### src/rtl/mvm_pkg.sv
// ============================================================================
// Module  : mvm_pkg
// Brief   : Shared constants, sideband type and helpers for the MVM datapath.
// Revision: 1.0 - initial release
// ============================================================================
`default_nettype none

package mvm_pkg;

    localparam int c_LANES_DEFAULT  = 8;
    localparam int c_IWIDTH_DEFAULT = 8;
    localparam int c_OWIDTH_DEFAULT = 32;

    typedef struct packed {
        logic valid;
        logic first;
        logic last;
    } sideband_t;

    function automatic int tree_levels(input int lanes);
        return $clog2(lanes);
    endfunction

endpackage

`default_nettype wire

### src/rtl/dot_product_tree_if.sv
// ============================================================================
// Module  : dot_product_tree_if
// Brief   : Beat-in / partial-sum-out bundle of the dot-product engine.
// Revision: 1.0 - initial release
// ============================================================================
`default_nettype none

interface dot_product_tree_if #(
    parameter int LANES  = 8,
    parameter int IWIDTH = 8,
    parameter int OWIDTH = 32
) ();

    logic                      ivalid;
    logic                      first;
    logic                      last;
    logic [LANES*IWIDTH-1:0]   vec;
    logic [LANES*IWIDTH-1:0]   mat;
    logic [OWIDTH-1:0]         result;
    logic                      ovalid;
    logic                      ofirst;
    logic                      olast;

    modport master (
        output ivalid, first, last, vec, mat,
        input  result, ovalid, ofirst, olast
    );

    modport slave (
        input  ivalid, first, last, vec, mat,
        output result, ovalid, ofirst, olast
    );

endinterface

`default_nettype wire

### src/rtl/dot_tree_level.sv
// ============================================================================
// Module  : dot_tree_level
// Brief   : One registered pairwise adder level: N x W -> N/2 x (W+1).
// Revision: 1.0 - initial release
// ============================================================================
`default_nettype none

module dot_tree_level
    import mvm_pkg::*;
#(
    parameter int N = 8,
    parameter int W = 16
) (
    input  wire logic                  clk,
    input  wire logic                  rst,
    input  wire sideband_t             i_sb,
    input  wire logic [N*W-1:0]        i_data,
    output sideband_t                  o_sb,
    output logic [(N/2)*(W+1)-1:0]     o_data
);

    logic [(N/2)*(W+1)-1:0] w_next;
    logic [(N/2)*(W+1)-1:0] r_data;
    sideband_t              r_sb;

    for (genvar j = 0; j < N/2; j++) begin : g_pair
        assign w_next[j*(W+1) +: W+1] = (W+1)'($signed(i_data[(2*j)*W +: W]))
                                      + (W+1)'($signed(i_data[(2*j+1)*W +: W]));
    end

    // Sideband always advances; data only on valid beats so results hold across bubbles.
    always_ff @(posedge clk or posedge rst) begin
        if (rst) begin
            r_sb   <= '0;
            r_data <= '0;
        end else begin
            r_sb <= i_sb;
            if (i_sb.valid) begin
                r_data <= w_next;
            end
        end
    end

    assign o_sb   = r_sb;
    assign o_data = r_data;

endmodule

`default_nettype wire

### src/rtl/dot_product_tree.sv
// ============================================================================
// Module  : dot_product_tree
// Brief   : Pipelined signed dot product (multiply + registered adder tree).
//           DOT_PRODUCT_INPUT_REG_EN adds an input register stage (+1 latency).
// Revision: 1.0 - initial release
// ============================================================================
`default_nettype none

module dot_product_tree
    import mvm_pkg::*;
#(
    parameter int LANES  = c_LANES_DEFAULT,
    parameter int IWIDTH = c_IWIDTH_DEFAULT,
    parameter int OWIDTH = c_OWIDTH_DEFAULT
) (
    input  wire logic          clk,
    input  wire logic          rst,
    dot_product_tree_if.slave  bus
);

    localparam int c_LEVELS = tree_levels(LANES);
    localparam int c_PW     = 2 * IWIDTH;
    localparam int c_SW     = c_PW + c_LEVELS;

    if (LANES < 2 || (LANES & (LANES - 1)) != 0) begin : g_lanes_check
        $error("dot_product_tree: LANES must be a power of two >= 2");
    end
    if (OWIDTH < c_SW) begin : g_owidth_check
        $error("dot_product_tree: OWIDTH narrower than 2*IWIDTH + clog2(LANES)");
    end

    sideband_t                  w_raw_sb;
    sideband_t                  w_in_sb;
    logic [LANES*IWIDTH-1:0]    w_vec;
    logic [LANES*IWIDTH-1:0]    w_mat;

    assign w_raw_sb.valid = bus.ivalid;
    assign w_raw_sb.first = bus.first & bus.ivalid;
    assign w_raw_sb.last  = bus.last  & bus.ivalid;

`ifdef DOT_PRODUCT_INPUT_REG_EN
    sideband_t                  r_in_sb;
    logic [LANES*IWIDTH-1:0]    r_vec;
    logic [LANES*IWIDTH-1:0]    r_mat;

    always_ff @(posedge clk or posedge rst) begin
        if (rst) begin
            r_in_sb <= '0;
            r_vec   <= '0;
            r_mat   <= '0;
        end else begin
            r_in_sb <= w_raw_sb;
            if (bus.ivalid) begin
                r_vec <= bus.vec;
                r_mat <= bus.mat;
            end
        end
    end

    assign w_in_sb = r_in_sb;
    assign w_vec   = r_vec;
    assign w_mat   = r_mat;
`else
    assign w_in_sb = w_raw_sb;
    assign w_vec   = bus.vec;
    assign w_mat   = bus.mat;
`endif

    logic signed [c_PW-1:0] w_prod [LANES];
    logic signed [c_PW-1:0] r_prod [LANES];
    sideband_t              r_sb0;

    for (genvar i = 0; i < LANES; i++) begin : g_mult
        assign w_prod[i] = $signed(w_vec[i*IWIDTH +: IWIDTH]) * $signed(w_mat[i*IWIDTH +: IWIDTH]);
    end

    always_ff @(posedge clk or posedge rst) begin
        if (rst) begin
            r_sb0 <= '0;
            for (int i = 0; i < LANES; i++) begin
                r_prod[i] <= '0;
            end
        end else begin
            r_sb0 <= w_in_sb;
            if (w_in_sb.valid) begin
                for (int i = 0; i < LANES; i++) begin
                    r_prod[i] <= w_prod[i];
                end
            end
        end
    end

    // Partial sums of every level, sign-extended to the widest level for uniform indexing.
    logic signed [c_SW-1:0] w_sum [c_LEVELS+1][LANES];
    sideband_t              w_sb  [c_LEVELS+1];

    assign w_sb[0] = r_sb0;
    for (genvar i = 0; i < LANES; i++) begin : g_lvl0
        assign w_sum[0][i] = c_SW'(r_prod[i]);
    end

    for (genvar k = 0; k < c_LEVELS; k++) begin : g_level
        localparam int c_N = LANES >> k;
        localparam int c_W = c_PW + k;

        logic [c_N*c_W-1:0]           w_in;
        logic [(c_N/2)*(c_W+1)-1:0]   w_out;

        for (genvar j = 0; j < c_N; j++) begin : g_pack
            assign w_in[j*c_W +: c_W] = w_sum[k][j][c_W-1:0];
        end

        dot_tree_level #(
            .N (c_N),
            .W (c_W)
        ) u_level (
            .clk    (clk),
            .rst    (rst),
            .i_sb   (w_sb[k]),
            .i_data (w_in),
            .o_sb   (w_sb[k+1]),
            .o_data (w_out)
        );

        for (genvar j = 0; j < LANES; j++) begin : g_unpack
            if (j < c_N/2) begin : g_live
                assign w_sum[k+1][j] = c_SW'($signed(w_out[j*(c_W+1) +: c_W+1]));
            end else begin : g_idle
                assign w_sum[k+1][j] = '0;
            end
        end
    end

    assign bus.result = OWIDTH'(w_sum[c_LEVELS][0]);
    assign bus.ovalid = w_sb[c_LEVELS].valid;
    assign bus.ofirst = w_sb[c_LEVELS].first;
    assign bus.olast  = w_sb[c_LEVELS].last;

endmodule

`default_nettype wire

### src/flat_wrapper.sv
// flat-port wrapper written by rule: the top's interface ports become plain ports
module dot_product_tree_flat import mvm_pkg::*;
#(
    parameter int LANES  = c_LANES_DEFAULT,
    parameter int IWIDTH = c_IWIDTH_DEFAULT,
    parameter int OWIDTH = c_OWIDTH_DEFAULT
)
  (clk, rst, bus_ivalid, bus_first, bus_last, bus_vec, bus_mat, bus_result, bus_ovalid, bus_ofirst, bus_olast);
  dot_product_tree_if #(.LANES(LANES), .IWIDTH(IWIDTH), .OWIDTH(OWIDTH)) bus_i ();
  input  wire logic clk;
  input  wire logic rst;
  input wire logic [$bits(bus_i.ivalid)-1:0] bus_ivalid;
  input wire logic [$bits(bus_i.first)-1:0] bus_first;
  input wire logic [$bits(bus_i.last)-1:0] bus_last;
  input wire logic [$bits(bus_i.vec)-1:0] bus_vec;
  input wire logic [$bits(bus_i.mat)-1:0] bus_mat;
  output wire logic [$bits(bus_i.result)-1:0] bus_result;
  output wire logic [$bits(bus_i.ovalid)-1:0] bus_ovalid;
  output wire logic [$bits(bus_i.ofirst)-1:0] bus_ofirst;
  output wire logic [$bits(bus_i.olast)-1:0] bus_olast;
  assign bus_i.ivalid = bus_ivalid;
  assign bus_i.first = bus_first;
  assign bus_i.last = bus_last;
  assign bus_i.vec = bus_vec;
  assign bus_i.mat = bus_mat;
  assign bus_result = bus_i.result;
  assign bus_ovalid = bus_i.ovalid;
  assign bus_ofirst = bus_i.ofirst;
  assign bus_olast = bus_i.olast;
  dot_product_tree #(.LANES(LANES), .IWIDTH(IWIDTH), .OWIDTH(OWIDTH)) u_core (.clk(clk), .rst(rst), .bus(bus_i));
endmodule
### config.mk
export PLATFORM = sky130hd
export DESIGN_NAME = dot_product_tree_flat
export DESIGN_NICKNAME = d
export VERILOG_FILES = /design/src/rtl/mvm_pkg.sv /design/src/rtl/dot_product_tree_if.sv /design/src/rtl/dot_tree_level.sv /design/src/rtl/dot_product_tree.sv /design/src/flat_wrapper.sv
export SDC_FILE = /design/constraint.sdc
export NUM_CORES = 2
export LEC_CHECK = 0
export CORE_MARGIN = 4
export CORE_UTILIZATION = 50
export DETAILED_ROUTE_END_ITERATION = 16
export DONT_BUFFER_PORTS = 1
export PLACE_DENSITY_LB_ADDON = 0.3
export SYNTH_ARGS = -nofsm -noshare
export SYNTH_HDL_FRONTEND = slang
export SYNTH_SLANG_ARGS = --single-unit
### constraint.sdc
create_clock -name clk -period 10.35 [get_ports clk]
set_input_delay 2.07 -clock clk [delete_from_list [all_inputs] [get_ports clk]]
set_output_delay 2.07 -clock clk [all_outputs]
set_load 0.05 [all_outputs]
**Word level (Yosys, flattened, before mapping)**

Cells that the tools add are included.

- Add/subtract/negate cells: 7
- Shift-type cells: 0
- Div/mod/pow operators: 0
- Reductions and logical operators: 0
- Bitwise operators: 2
- Magnitude comparators: 0
- Equality and inequality tests: 0
- Muxes and demuxes: 0
- Multiply operators: 8

Operator list:

| operator | count |
|---|---|
| 8-bit by 8-bit multiplier with 16-bit output | 8 |
| 16-bit by 16-bit adder with 17-bit output | 4 |
| 17-bit by 17-bit adder with 18-bit output | 2 |
| 18-bit by 18-bit adder with 19-bit output | 1 |
| 1-bit AND | 2 |

- Memory bits (read-only): 0
- Output and inout port bits: 35
- Register bits: 263
- RAM bits: 0
- Latch bits: 0
- Word-level logic and storage cells: 40
- Input bits: 133
- Memories: 0

**Longest topological paths before layout**

- Depth in word-level cells: 1
- Depth in mapped cells: 19
- Gate-level depth less buffers: 19

**By module**

A second synthesis with hierarchy kept.

- Cell total of the unflattened synthesis: 3688
- Area total of the unflattened synthesis: 35243.8 sq um

By module, submodules not included:

| module | cells each | instances | area each (sq um) | seq. area each (sq um) |
|---|---|---|---|---|
| dot_product_tree | 2603 | 1 | 24892.6 | 3278.1 |
| dot_tree_level (u_core.g_level[0].u_level) | 559 | 1 | 5481.5 | 1776.7 |
| dot_tree_level (u_core.g_level[1].u_level) | 340 | 1 | 3093.0 | 975.9 |
| dot_tree_level (u_core.g_level[2].u_level) | 186 | 1 | 1776.7 | 550.5 |

**Worst setup path before layout**

Ideal clock, no wire load.

- Path kind: input-to-reg
- From: input bus_vec[37]
- To: register u_core.r_prod (netlist bit u_core.g_level[0].w_in[79])
- Data arrival time: 5.945 ns
- Setup slack: 4.280 ns
- Data required time: 10.225 ns
- Stages on the path: 17
- Library setup time: 0.125 ns
- Path buffers: 0
- Cell sequence: and2_1 fa_1 inv_1 fa_1 inv_1 fa_1 inv_1 fa_1 inv_1 ha_1 nand2_1 o21ai_1 o41a_1 a211oi_1 a21oi_1 xnor2_1 mux2_2

- Cells in the longest elaborated chain, start to end: 1

RTL lines:

| item | RTL line | RTL |
|---|---|---|
| from (decl) | flat_wrapper.sv:15 | `input wire logic [$bits(bus_i.vec)-1:0] bus_vec;` |
| 8-bit by 8-bit multiplier with 16-bit output | dot_product_tree.sv:74 | `assign w_prod[i] = $signed(w_vec[i*IWIDTH +: IWIDTH]) * $signed(w_mat[i*IWIDTH +: IWIDTH]);` |
| to (signal, indexed assignment) | dot_product_tree.sv:87 | `r_prod[i] <= w_prod[i];` |
| to (decl) | dot_product_tree.sv:70 | `logic signed [c_PW-1:0] r_prod [LANES];` |

No other way between the ends.
A chain may end at the register's enable or synchronous reset.

**Final worst setup path**

- From: input bus_vec[38]
- To: register u_core.r_prod (netlist bit u_core.g_level[0].w_in[79])

The elaborated chain is that of the path after synthesis.

==> impl_metrics.py <==
metrics = {
    "synth": {
        "synth-seq-cells": 263,
        "seq_area_frac_synth": 0.189,
        "synth_cells": 3688,
        "async_flop_share": 1.00,
        "ys_top_cells_by_area": "fa_1, dfrtp_1, ha_1",
        "synth_top_cell_area_share": 0.257,
        "syn-num-nets": 4616,
        "synth_warnings": 0,
        "ys_types": 88,
        "synth_enable_flop_cells": 0,
        "syn-cell-area_um2": 34900,
        "syn_area_per_cell_um2": 9.46,
        "ys_dominant_reg_cell": "dfrtp_1",
        "yosys.area.top_type": "fa_1",
    },
    "drt": {
        "drt-initial-drc-count": 1520,
        "drc_errors": 0,
        "drt-wirelength-per-cell_um": 16.4,
        "vias": 24919,
        "postRouteAntennaNets": 0,
        "via_per_inst": 5.40,
        "wl_mm": 75.7,
        "firstDrtPassIters": 5,
    },
    "clocking": {
        "cts.sinks": 263,
        "cts_tree": "yes",
        "cts-buffers-inserted": 30,
        "clk_latency_ns": 0.58,
        "cts_buffer_depth": 3,
        "clkTransAtPathRegs_ns": 0.06,
        "cts_resized": 0,
        "cts_root_buffer": "clkbuf_16",
        "postCtsSetupBuffers": 0,
        "htreeDepth": 1,
        "hold_buffers": 0,
    },
    "final_layout": {
        "diodes": 0,
        "syn_to_final_growth_pct": 5.86,
        "drive_above_1_share": 0.0578,
        "fin_util": 0.536,
        "nNetsFinal": 4588,
    },
    "hold_path": {
        "hold-path-cell-count": 0,
        "holdCritStartpoint": "u_core.g_level[0].u_level.o_sb[0]",
        "worst_hold_path_type": "register to register",
        "hold_end": "u_core.g_level[1].u_level.o_sb[0]",
    },
    "die": {
        "row_count": 96,
        "start_util": 0.507,
        "coreArea_um2": 68800,
        "die_x_um": 272,
        "die_area_um2": 74000,
        "die_y_um": 272,
        "io_pins": 168,
    },
    "sta": {
        "finalHoldViolations": 0,
        "max_slew_margin": 0.320,
        "fmaxAchievable_mhz": 175,
        "period_share": 0.552,
        "skew_ns": 0.0250,
        "worst_pin_slew_ns": 1.02,
        "slew_viol_final": 0,
        "setup_viol": 0,
        "tns_ns": 0,
        "period_minus_slack_ns": 5.71,
        "grt_setup_unrepaired": "no",
    },
    "critical_path": {
        "critPathArrivalTime_ns": 6.16,
        "cp-start-kind": "input port",
        "r2r.worst_path.cells": 5,
        "endpoint_kind": "register",
        "r2r-start": "u_core.r_sb0[2]",
        "r2r_setup_slack_ns": 7.49,
        "critical_path_class": "input port to register",
        "crit_path_max_fanout": 8,
        "critPathRequiredTime_ns": 10.80,
        "r2r_end": "u_core.g_level[0].u_level.o_data[10]",
        "crit_start": "bus_vec[38]",
    },
    "status": {
        "status": "finished clean",
    },
    "place": {
        "globalplace.congestion": 0.912,
        "dp_hpwl_mm": 62.3,
        "port_buffers": 0,
    },
    "global_route": {
        "grt_usage": 0.210,
        "grt_pass1_wl_mm": 129,
        "grt_start_max_net_pins": 142,
        "overflow": 0,
        "grt_pass1_vias": 25396,
        "antenna_found_initial": 0,
    },
    "power_and_ir_drop": {
        "leakagePower_nw": 17.7,
        "powerDensity_nw_per_um2": 296,
        "ir_drop_mv": 0.257,
    },
    "run": {
        "maxCapViolations": 0,
    },
}
## cells in the final DEF (no fill, tap or decap), types with 8 or more instances in the layout
cell type and n:
o31ai_1 35, and3_1 12, nand2b_1 30, a21oi_1 125, dfrtp_1 261, nor2b_1 78, nand2_1 261, o21ai_0 86
ha_1 348, a221oi_1 9, nor4_1 9, mux2_2 113, inv_1 699, and2_1 328, a21boi_1 11, clkinvlp_4 8
o21a_1 61, nand3b_1 12, a211o_1 11, fa_1 447, xnor2_1 127, a31oi_1 12, nor2_1 132, clkbuf_16 31
nand3_1 37, o2bb2ai_1 9, nor3_1 41, o211ai_1 17, xor2_1 18, o31a_1 13, nand4_1 14, a211oi_1 34
o21ai_1 35, a21o_1 49
## worst max path at each step
stage	end	slack (ns)	depth (start not counted)
detailed placement	u_core.g_level[0].w_in[79]	4.06	17
global route	u_core.g_level[0].w_in[95]	4.45	17
CTS	u_core.g_level[0].w_in[79]	4.67	17
finish	u_core.g_level[0].w_in[79]	4.64	17
floorplan	u_core.g_level[0].u_level.o_data[0]	1.04	1
global placement	u_core.g_level[0].w_in[79]	4.12	17
## kinds of logic (layout without fill, tap and decap cells)
kind of cell    after synthesis  count (layout)  share of synthesized area
compound gates              610             610                      0.123
xor+xnor                    145             145                     0.0364
fa+ha+maj                   795             795                      0.381
buf+inv                     768             764                     0.0841
flops                       263             263                      0.189
mux                         120             120                     0.0386
simple gates                987             987                      0.148
## synthesized netlist by cell type (37+ instances only)
| library cell | number |
|---|---|
| nor2_1 | 132 |
| inv_1 | 701 |
| nand2_1 | 261 |
| fa_1 | 447 |
| ha_1 | 348 |
| xnor2_1 | 127 |
| o21a_1 | 61 |
| a21o_1 | 49 |
| mux2_2 | 113 |
| nor2b_1 | 78 |
| clkbuf_1 | 39 |
| a21oi_1 | 125 |
| and2_1 | 328 |
| dfrtp_1 | 263 |
| o21ai_0 | 86 |
| nor3_1 | 41 |
| nand3_1 | 37 |
## stage by stage
step / power, mW / worst slack (ns) / hold WS (ns) / cell area, µm² / cells
finish: 10.9 / 4.64 / 0.348 / 36900 / 4615
global route: 12.1 / 4.45 / 0.353 / 36900 / 4615
CTS: 11.0 / 4.67 / 0.350 / 36900 / 4615
detailed placement: 9.75 / 4.06 / 0.335 / 35800 / 4559
global placement: 9.64 / 4.12 / 0.334 / 35800 / 4559
floorplan: 8.08 / 1.04 / 0.331 / 34900 / 3688
## state kept, by name, indices dropped and copies added (netlist names)
register,flops
u_core.r_sb0,3
u_core.g_level.u_level.o_data,123
u_core.g_level.u_level.o_sb,9
u_core.g_level.w_in,128
## power breakdown
group / internal (mW) / total, mW / switching, mW
clock network: 0.694 / 1.15 / 0.456
registers: 1.53 / 2.16 / 0.624
logic: 3.46 / 7.62 / 4.16
## layer usage
layer / wire length (µm) / global-route usage / share of wire / vias to the layer above
li1: - / - / - / 11962
met1: 35800 / 0.307 / 0.47 / 12467
met2: 35200 / 0.345 / 0.46 / 409
met3: 3270 / 0.0256 / 0.043 / 81
met4: 1400 / 0.0350 / 0.019 / 0
met5: 0 / 0 / 0 / -
## critical path: stages
cell and delay [ns]:
and2_1 0.15, fa_1 0.50, inv_1 0.05, fa_1 0.50, inv_1 0.06, fa_1 0.53, inv_1 0.05, fa_1 0.47
inv_1 0.04, ha_1 0.31, nand2_1 0.08, o21ai_1 0.08, o41a_1 0.36, a211oi_1 0.35, a21oi_1 0.15, xnor2_1 0.15
mux2_2 0.26
## layout make-up
cell class | count | area [µm²]
clock buffer | 35 | 821
clock inverter | 21 | 262
fill | 6222 | 31900
inverter | 702 | 2640
multi-input combinational | 2657 | 25400
sequential | 263 | 6590
tap | 931 | 1160
timing repair buffer | 6 | 77.6
(Power assumes the default switching activity.)
